==> src/rtl/rw_mlp_feature_loader.sv <==
// Serial feature loader for the red-wine MLP regressor: quantizes 8-bit samples and packs 11 of them into one vector.
// Build option: define RW_LOADER_QROUND_EN for round-to-nearest with saturation (default is truncation).
module rw_mlp_feature_loader #(
    parameter int N_FEAT = 11,
    parameter int IN_W   = 8,
    parameter int Q_W    = 4,
    parameter int ERR_W  = 8
) (
    input  logic                  clk,
    input  logic                  rst,
    input  logic                  in_valid,
    output logic                  in_ready,
    input  logic [IN_W-1:0]       in_data,
    input  logic                  in_first,
    output logic                  out_valid,
    input  logic                  out_ready,
    output logic [N_FEAT*Q_W-1:0] out_data,
    output logic [ERR_W-1:0]      err_cnt
);

    localparam int IDX_W = $clog2(N_FEAT);
    localparam logic [IDX_W-1:0] LAST_IDX = IDX_W'(N_FEAT - 1);
    localparam logic [IDX_W-1:0] ONE_IDX  = IDX_W'(1);

    localparam logic [1:0] ST_IDLE = 2'd0;
    localparam logic [1:0] ST_FILL = 2'd1;
    localparam logic [1:0] ST_HOLD = 2'd2;

    logic [1:0]              state_q, state_d;
    logic [IDX_W-1:0]        idx_q, idx_d;
    logic [N_FEAT*Q_W-1:0]   shadow_q, shadow_d;
    logic [N_FEAT*Q_W-1:0]   data_q, data_d;
    logic                    valid_q, valid_d;
    logic [ERR_W-1:0]        err_q, err_d;
    logic [Q_W-1:0]          q_sample;
    logic                    accept;

`ifdef RW_LOADER_QROUND_EN
    localparam logic [IN_W:0] RND_HALF = (IN_W+1)'(1) << (IN_W - Q_W - 1);
    logic [IN_W:0] rnd_sum;

    // Extra top bit catches the carry out of the rounding add; if set, saturate.
    always_comb begin
        rnd_sum  = {1'b0, in_data} + RND_HALF;
        q_sample = rnd_sum[IN_W] ? '1 : rnd_sum[IN_W-1:IN_W-Q_W];
    end
`else
    always_comb begin
        q_sample = in_data[IN_W-1:IN_W-Q_W];
    end
`endif

    assign in_ready  = ~rst && (state_q != ST_HOLD);
    assign accept    = in_valid && in_ready;
    assign out_valid = valid_q;
    assign out_data  = data_q;
    assign err_cnt   = err_q;

    always_comb begin
        state_d  = state_q;
        idx_d    = idx_q;
        shadow_d = shadow_q;
        data_d   = data_q;
        valid_d  = valid_q;
        err_d    = err_q;
        case (state_q)
            ST_IDLE: begin
                if (accept && in_first) begin
                    shadow_d          = '0;
                    shadow_d[Q_W-1:0] = q_sample;
                    idx_d             = ONE_IDX;
                    state_d           = ST_FILL;
                end
            end
            ST_FILL: begin
                if (accept) begin
                    if (in_first) begin
                        if (err_q != '1) begin
                            err_d = err_q + 1'b1;
                        end
                        shadow_d          = '0;
                        shadow_d[Q_W-1:0] = q_sample;
                        idx_d             = ONE_IDX;
                    end else begin
                        shadow_d[idx_q*Q_W +: Q_W] = q_sample;
                        if (idx_q == LAST_IDX) begin
                            // Output register loads the completed shadow in one step.
                            data_d  = shadow_d;
                            valid_d = 1'b1;
                            idx_d   = '0;
                            state_d = ST_HOLD;
                        end else begin
                            idx_d = idx_q + 1'b1;
                        end
                    end
                end
            end
            ST_HOLD: begin
                if (out_ready) begin
                    valid_d = 1'b0;
                    idx_d   = '0;
                    state_d = ST_IDLE;
                end
            end
            default: begin
                state_d = ST_IDLE;
                idx_d   = '0;
                valid_d = 1'b0;
            end
        endcase
    end

    always_ff @(posedge clk) begin
        if (rst) begin
            state_q  <= ST_IDLE;
            idx_q    <= '0;
            shadow_q <= '0;
            data_q   <= '0;
            valid_q  <= 1'b0;
            err_q    <= '0;
        end else begin
            state_q  <= state_d;
            idx_q    <= idx_d;
            shadow_q <= shadow_d;
            data_q   <= data_d;
            valid_q  <= valid_d;
            err_q    <= err_d;
        end
    end

endmodule

==> config.mk <==
export PLATFORM = sky130hd
export DESIGN_NAME = rw_mlp_feature_loader
export DESIGN_NICKNAME = d
export VERILOG_FILES = /design/src/rtl/rw_mlp_feature_loader.sv
export SDC_FILE = /design/constraint.sdc
export NUM_CORES = 1
export LEC_CHECK = 0
export BUFFER_PORTS_ARGS = -buffer_cell sky130_fd_sc_hd__buf_4
export CAP_MARGIN = 15
export CELL_PAD_IN_SITES_DETAIL_PLACEMENT = 1
export CELL_PAD_IN_SITES_GLOBAL_PLACEMENT = 1
export CORE_MARGIN = 3
export CORE_UTILIZATION = 40
export CTS_CLUSTER_DIAMETER = 120
export DETAILED_ROUTE_END_ITERATION = 16
export GPL_TIMING_DRIVEN = 0
export HOLD_SLACK_MARGIN = 0.05
export PLACE_DENSITY_LB_ADDON = 0.08
export SLEW_MARGIN = 20
export SYNTH_ARGS = -nofsm -noshare
export SYNTH_HDL_FRONTEND = slang
export SYNTH_SLANG_ARGS = --single-unit
==> constraint.sdc <==
create_clock -name clk -period 2.93 [get_ports clk]
set_clock_uncertainty 0.1 [all_clocks]
set_input_delay 0.1465 -clock clk [delete_from_list [all_inputs] [get_ports clk]]
set_output_delay 0.1465 -clock clk [all_outputs]
set_load 0.01 [all_outputs]
==> metrics.md, run 1 <==
| Metric | Value |
|---|---|
| Status | completed |
| Syn nets | 538 |
| PnR worst setup slack | between 0.15 and 0.2 ns |
| Ys async rst share | 0% |
| Total GRT Usage | 22.7% |
| Die W | about 120 um |
| Placed insts | 718 |
| Leakage Power | 2.08 nW |
| Tmin final | between 2 and 3 ns |
| Post-synth top flop | dfxtp_1 |
| CTS Buf Count | 9 |
| Setup TNS | 0 ns |
| Max incr delay on CP | 0.38 ns |
| GR met3 Demand/Resource | between 4 and 5% |
| Routed Antenna Nets | 0 |
| Req. time, crit path | roughly 3.1 ns |
| Startpoint types | flip-flop |
| Grt peak-use layer | met2 |
| Worst hold-check path type | primary input to flip-flop |
| Share of the synthesized area in the top cell type | between 40% and 50% |
| Detailed Route WL | 14700 um |
| Max FO, Critical Path | 10 |
| Yosys reg bits | ~100 |
| Core Area | 11600 um^2 |
| Sw Pwr | around 0.00065 W |
| Share of cells above drive strength 1 | between 20% and 30% |
| Internal power | around 0.0021 W |
| Mean area per synthesized cell | between 9 and 10 um^2 |
| # DRC | 0 |
| Final Max Tran Viols | 0 |
| Worst path cell trace | buf_4, buf_4, inv_1, ha_2, buf_1, nor4_1, nand4_1, a21oi_2, mux2_2 |
| Largest net degree at the start of global routing | 16 |
| Routed WL per cell | a little under 20 um |
| Most common cell on crit path | buf_4 |
| Area growth, synth to finish | 21.8% |
| Total grt overflow | 0 |
| Clk Latency, worst-skew pair | between 0.3 and 0.4 ns |
| Crit. End Element | flip-flop |
| Vias in the first global route | 4406 |
| Reg2Reg Setup Slack | ~0.18 ns |
| Longest Clk Path Bufs | 2 |
| RSZ-0062 raised after global routing | no |
| MaxCap Viol Count | 0 |
| FILL cells | 1368 |
| Worst path top cell family by delay | buffers and inverters |
| Final Hold Vio Count | 0 |
| Unique masters post-synth | slightly above 60 |
| Pre-antenna DRT Iters | 4 |
| Power density over the cells | around 480 nW/um^2 |
| Post-synthesis sequential area ratio | 42.8% |
| Worst path bufs/invs | 4 |
| TritonCTS clock tree | done |
| Grt met2 use | roughly 37% |
| Setup violations, final | 0 |
| Mapped cell area | approximately 4800 um^2 |
| Util after Layout | 50.5% |
| RePlAce Congestion | 0.875 |
| Met1 Use GR | a little under a third |
| N_diodes | 0 |
| Maximum clock rate | between 0.3 and 0.4 GHz |
| Detailed Place HPWL | about 11000 um |
| Max-Slew Margin vs Limit | 28.5% |
| H-tree Lvls | 3 |
| Post-Syn Instances | 519 |
| Ports | between 60 and 70 |
| Clk root buf | clkbuf_16 |
| Maximum VDD drop | about 440 uV |
| Synth area leader | dfxtp_1 |
| Final hold slack | between 0.07 and 0.08 ns |
| CP max-delay cell | dfxtp_2 |
| Sequential share of power | between 50% and 60% |
| Switching portion of total power | 23.2% |
| Synth area leaders | dfxtp_1, nor2_1, o2bb2ai_1 |
| PortBufs | 56 |
| DR iter-0 viols | 243 |
| # rows | 39 |
| Post-synth EDFFs | 0 |
| CTS Sinks | ~100 |
| Die height | ~120 um |
| Multi-input gate area in the final layout | 2590 um^2 |
| Arrival @ worst endpoint | 2.90 ns |
| Via count | 4373 |
| CTS clock-pin slew for the worst setup and hold paths | about 0.070 ns |
| Fin nets | 613 |
| FF+latch area | 2060 um^2 |
| Place WS | -0.614 ns |
| Worst-Margin Slew | about 1.1 ns |
| Yosys warns | 0 |
| Final worst-path cycle share | 94.0% |
| Clock power frac | 43.4% |
| Die area | 13400 um^2 |
| First-pass GRT wire length | approximately 24000 um |
| Via/cell ratio | between 5 and 6 |
| Kind of critical path | flip-flop to flip-flop |
| Initial antenna violation count | 0 |
| Combinational share of power | 6.0% |
| Initial Util | 41.5% |
| Post-route insts no fill | 742 |
[cell type report]
type	instances	area share (%)
Multi-Input combinational cell	364	44.1
Inverter	11	0.703
Tap cell	143	3.05
Buffer	38	3.41
Clock inverter	4	0.767
Clock buffer	12	4.20
Timing Repair Buffer	67	8.61
Sequential cell	103	35.2
[routing by layer]
layer,vias to the layer above,share of wire (%)
met5,-,0
met2,104,47
li1,2114,-
met4,0,0.92
met3,8,5.2
met1,2147,47
[cell usage after synthesis (12+ instances only)]
cell,number
o21ai_0,12
nand3_1,22
nand2_1,36
a211oi_1,15
nor2_1,47
nor3_1,16
a21oi_1,20
clkbuf_1,20
o2bb2ai_1,19
o21a_1,12
dfxtp_1,103
a22o_1,12
mux2i_1,15
[worst min-delay path, delay by kind of cell]
kind	cells	cell delay (ns)
AOI/OAI and AO/OA	1	0.09
and+or+nand+nor	1	0.13
buffers and inverters	1	0.12
[path summary, 6_finish.rpt]
path                             startpoint           to  cells after the start
worst max-delay path               idx_q[0]  shadow_q[1]                      9
worst max register to register     idx_q[0]  shadow_q[1]                      9
worst min register to register  shadow_q[9]  shadow_q[9]                      2
worst min-delay path               in_first   state_q[0]                      3
[kinds of logic (layout without fill, tap and decap cells)]
kind of cell             count (synthesis)  after routing  synth area share [%]
AO/OA/AOI/OAI                          159            159                  27.1
XOR/XNOR                                 2              2                 0.519
adder cells (fa/ha/maj)                  6              6                  1.56
buffers and inverters                   52            132                  4.86
flip-flops                             103            103                  42.8
multiplexers                            19             19                  4.05
AND/OR/NAND/NOR                        178            178                  19.1
[placed cells by master (no fill, tap or decap), drive strengths merged, types with 11 or more instances in the layout]
cell type,synthesis,routed
dfxtp,103,103
o2bb2ai,19,19
a211oi,15,15
o21a,12,12
a2111oi,15,15
nor2,47,47
a21oi,20,20
o21ai,13,13
nor3,17,17
nand2,36,36
a22o,12,12
o211ai,13,13
nand3,22,22
buf,21,90
inv,11,11
clkbuf,20,26
mux2i,15,15
[flip-flops by register name, summed over array words and instances (netlist names)]
register / cells
err_cnt: 8
idx_q: 4
out_data: 44
out_valid: 1
shadow_q: 44
state_q: 2
[power groups by stage]
| stage | clock network (W) | registers (W) | logic (W) |
|---|---|---|---|
| finish | 0.00121 | 0.00141 | 0.000168 |
| global route | 0.00129 | 0.00141 | 0.000182 |
| CTS | 0.00124 | 0.00141 | 0.000158 |
| detailed placement | 0 | 0.00144 | 0.000149 |
| global placement | 0 | 0.00144 | 0.000146 |
| floorplan | 0 | 0.00144 | 0.000101 |
[stage by stage]
| step | instance area (um^2) | power (W) |
|---|---|---|
| 5_1_grt | 5870 | 0.00289 |
| 4_1_cts | 5790 | 0.00280 |
| 2_1_floorplan | 4820 | 0.00154 |
| 6_report | 5870 | 0.00279 |
| 3_3_place_gp | 5420 | 0.00159 |
| 3_5_place_dp | 5420 | 0.00159 |
[what timing repair did]
action,CTS,global route
hold buffers,1,0
endpoints found under the hold margin,2,0
endpoints found under the setup margin,81,63
resized for setup,7,15
setup buffers,6,4
pin swaps,3,6
Power figures use the tool's default switching activity.
==> run 2: changes to the inputs <==
- CTS_CLUSTER_SIZE: not set -> 28
- SETUP_SLACK_MARGIN: not set -> 0.5
==> run 2 against run 1 <==
  * Clock-buffer cell count fell by 1
  * Register-to-register slack gained 0.24 ns
  * Sequential power about the same
  * Non-clock buffer count is 25 higher
  * Worst hold slack improved by 0.0057 ns
  * Cell count up 3.2%
  * Sequential cell count stayed put
  * Via count rose by 4.4%
  * Clock power rose by 7%
  * Largest cell class unchanged
==> metrics.md, run 2 (synthesis gave the netlist of run 1 again) <==
| Metric | Value |
|---|---|
| Vias in the first global route | 4751 (was 4406) |
| PortBufs | 56 (unchanged) |
| CTS clock-pin slew for the worst setup and hold paths | 0.07 ns (about the same) |
| Arrival @ worst endpoint | 2.67 ns (was 2.90 ns) |
| Detailed Place HPWL | 11000 um (was 10800 um) |
| Startpoint types | flip-flop (unchanged) |
| Die area | 13400 um^2 (unchanged) |
| Via/cell ratio | 5.96 (was 5.89) |
| Largest net degree at the start of global routing | 16 (unchanged) |
| Kind of critical path | flip-flop to flip-flop (unchanged) |
| Clk root buf | clkbuf_16 (unchanged) |
| Leakage Power | 2.29 nW (was 2.08 nW) |
| DR iter-0 viols | 289 (was 243) |
| RePlAce Congestion | 0.896 (was 0.875) |
| N_diodes | 0 (unchanged) |
| CTS Sinks | 103 (unchanged) |
| Final Max Tran Viols | 0 (unchanged) |
| Status | completed (unchanged) |
| Worst hold-check path type | primary input to flip-flop (unchanged) |
| RSZ-0062 raised after global routing | yes (was no) |
| Die W | 116 um (unchanged) |
| TritonCTS clock tree | done (unchanged) |
| Via count | 4567 (was 4373) |
| Longest Clk Path Bufs | 2 (unchanged) |
| Total grt overflow | 0 (unchanged) |
| Total GRT Usage | 24.2% (was 22.7%) |
| Most frequent cells in the layout | dfxtp_1, buf_4, nor2_1 (unchanged) |
| Ports | 67 (unchanged) |
| Die height | 116 um (unchanged) |
| Worst path cell trace | buf_8, clkbuf_16, inv_8, ha_4, buf_4, buf_8, nor4_4, nand4_1, buf_6, nand3b_1, a311oi_2 (was buf_4, buf_4, inv_1, ha_2, buf_1, nor4_1, nand4_1, a21oi_2, mux2_2) |
| Clk Latency, worst-skew pair | 0.35 ns (about the same) |
| Worst path top cell family by delay | buffers and inverters (unchanged) |
| CTS Buf Count | 9 (unchanged) |
| H-tree Lvls | 3 (unchanged) |
| Setup violations, final | 0 (unchanged) |
| Req. time, crit path | 3.09 ns (was 3.07 ns) |
| Tmin final | 2.51 ns (was 2.75 ns) |
| First-pass GRT wire length | 25100 um (was 23600 um) |
| Detailed Route WL | 16400 um (was 14700 um) |
| MaxCap Viol Count | 0 (unchanged) |
| Crit. End Element | flip-flop (unchanged) |
| # rows | 39 (unchanged) |
| Final Hold Vio Count | 0 (unchanged) |
| Max incr delay on CP | 0.35 ns (was 0.38 ns) |
| Initial Util | 41.5% (unchanged) |
| Pre-antenna DRT Iters | 5 (was 4) |
| Final worst-path cycle share | 85.7% (was 94.0%) |
| Maximum VDD drop | 325 uV (was 440 uV) |
| Maximum clock rate | 0.398 GHz (was 0.363 GHz) |
| Max FO, Critical Path | 6 (was 10) |
| Most common cell after layout, fill and taps aside | dfxtp_1 (unchanged) |
| Final Power | 0.00293 W (was 0.00279 W) |
| Initial antenna violation count | 0 (unchanged) |
| Core Area | 11600 um^2 (unchanged) |
| Max-Slew Margin vs Limit | 39.9% (was 28.5%) |
| Routed Antenna Nets | 0 (unchanged) |
| # DRC | 0 (unchanged) |
| CP max-delay cell | dfxtp_4 (was dfxtp_2) |
| Routed WL per cell | 21.4 um (was 19.8 um) |
| Power density over the cells | 463 nW/um^2 (was 475 nW/um^2) |
| Most common cell on crit path | buf_8 (was buf_4) |
| Share of cells above drive strength 1 | 30.2% (was 22.0%) |
| Worst-Margin Slew | 0.898 ns (was 1.06 ns) |
| Area growth, synth to finish | 31.6% (was 21.8%) |
| Fin nets | 638 (was 613) |
| Final hold slack | 0.0855 ns (was 0.0798 ns) |
| FILL cells | 1323 (was 1368) |
| Worst path bufs/invs | 6 (was 4) |
## run 2: cell types whose count changed in the layout (fill, tap and decap cells not counted), moves of 4 or more
| cell | previous run | this run |
|---|---|---|
| a21oi_1 | 19 | 13 |
| a21oi_2 | 1 | 5 |
| buf_4 | 68 | 86 |
| buf_6 | 5 | 9 |
| clkbuf_1 | 16 | 10 |
| clkbuf_2 | 0 | 5 |
| mux2_2 | 4 | 0 |
| mux2_4 | 0 | 4 |
| nor3_1 | 16 | 12 |
| o21ai_0 | 11 | 7 |
## run 2: timing repair
item | 4_1_cts | 5_1_grt
gates resized for setup | 31 | 49
pin swaps | 10 | 17
hold buffers | 1 | 0
setup endpoints to repair | 78 | 75
setup buffers | 17 | 15
endpoints found under the hold margin | 1 | 0
## run 2: where the power goes
part           internal, W  switching (W)  leakage, nW
clock network     0.000765       0.000532        0.155
registers          0.00140     0.00000527        0.832
logic            0.0000892       0.000140         1.30
total              0.00226       0.000677         2.29
## run 2: layout make-up
cell class / count / area, um^2 / area share (%)
Timing Repair Buffer: 89 / 679 / 10.7
Inverter: 11 / 52.6 / 0.829
Clock buffer: 11 / 243 / 3.83
Multi-Input combinational cell: 364 / 2760 / 43.5
Tap cell: 143 / 179 / 2.82
Clock inverter: 4 / 70.1 / 1.11
Buffer: 41 / 287 / 4.52
Sequential cell: 103 / 2070 / 32.7
## run 2: routing by layer
metal | track usage, % | wire (um) | vias up
li1 | - | - | 2159
met1 | 31.3 | 7410 | 2280
met2 | 40.8 | 8030 | 104
met3 | 4.02 | 613 | 24
met4 | 8.74 | 322 | 0
met5 | 0 | 0 | -
## run 2: worst paths after layout
path	start	endpoint	slack [ns]	cells past startpoint
worst max-delay path	idx_q[0]	out_data[0]	0.42	11
worst min-delay path	in_first	state_q[0]	0.09	3
worst max register to register	idx_q[0]	out_data[0]	0.42	11
worst min register to register	shadow_q[9]	shadow_q[9]	0.35	2
## run 2: worst reg2reg max path: cells and delay by family (launching register included)
family,cells,cell delay (ns)
AO/OA/AOI/OAI,1,0.30
adder cells (fa/ha/maj),1,0.20
buffers and inverters,6,0.81
flip-flops,1,0.35
AND/OR/NAND/NOR,3,0.67
## run 2: through the flow
step | cells | setup slack [ns] | setup TNS [ns] | cell area (um^2) | util [%]
after global routing | 766 | 0.325 | 0 | 6340 | 54.6
after floorplan | 519 | 0.467 | 0 | 4920 | -
after detailed placement | 718 | -0.0946 | -0.328 | 5520 | 47.5
after global placement | 718 | 0.0359 | 0 | 5520 | 47.5
final | 766 | 0.419 | 0 | 6340 | 54.6
after CTS | 751 | 0.417 | 0 | 6080 | 52.4
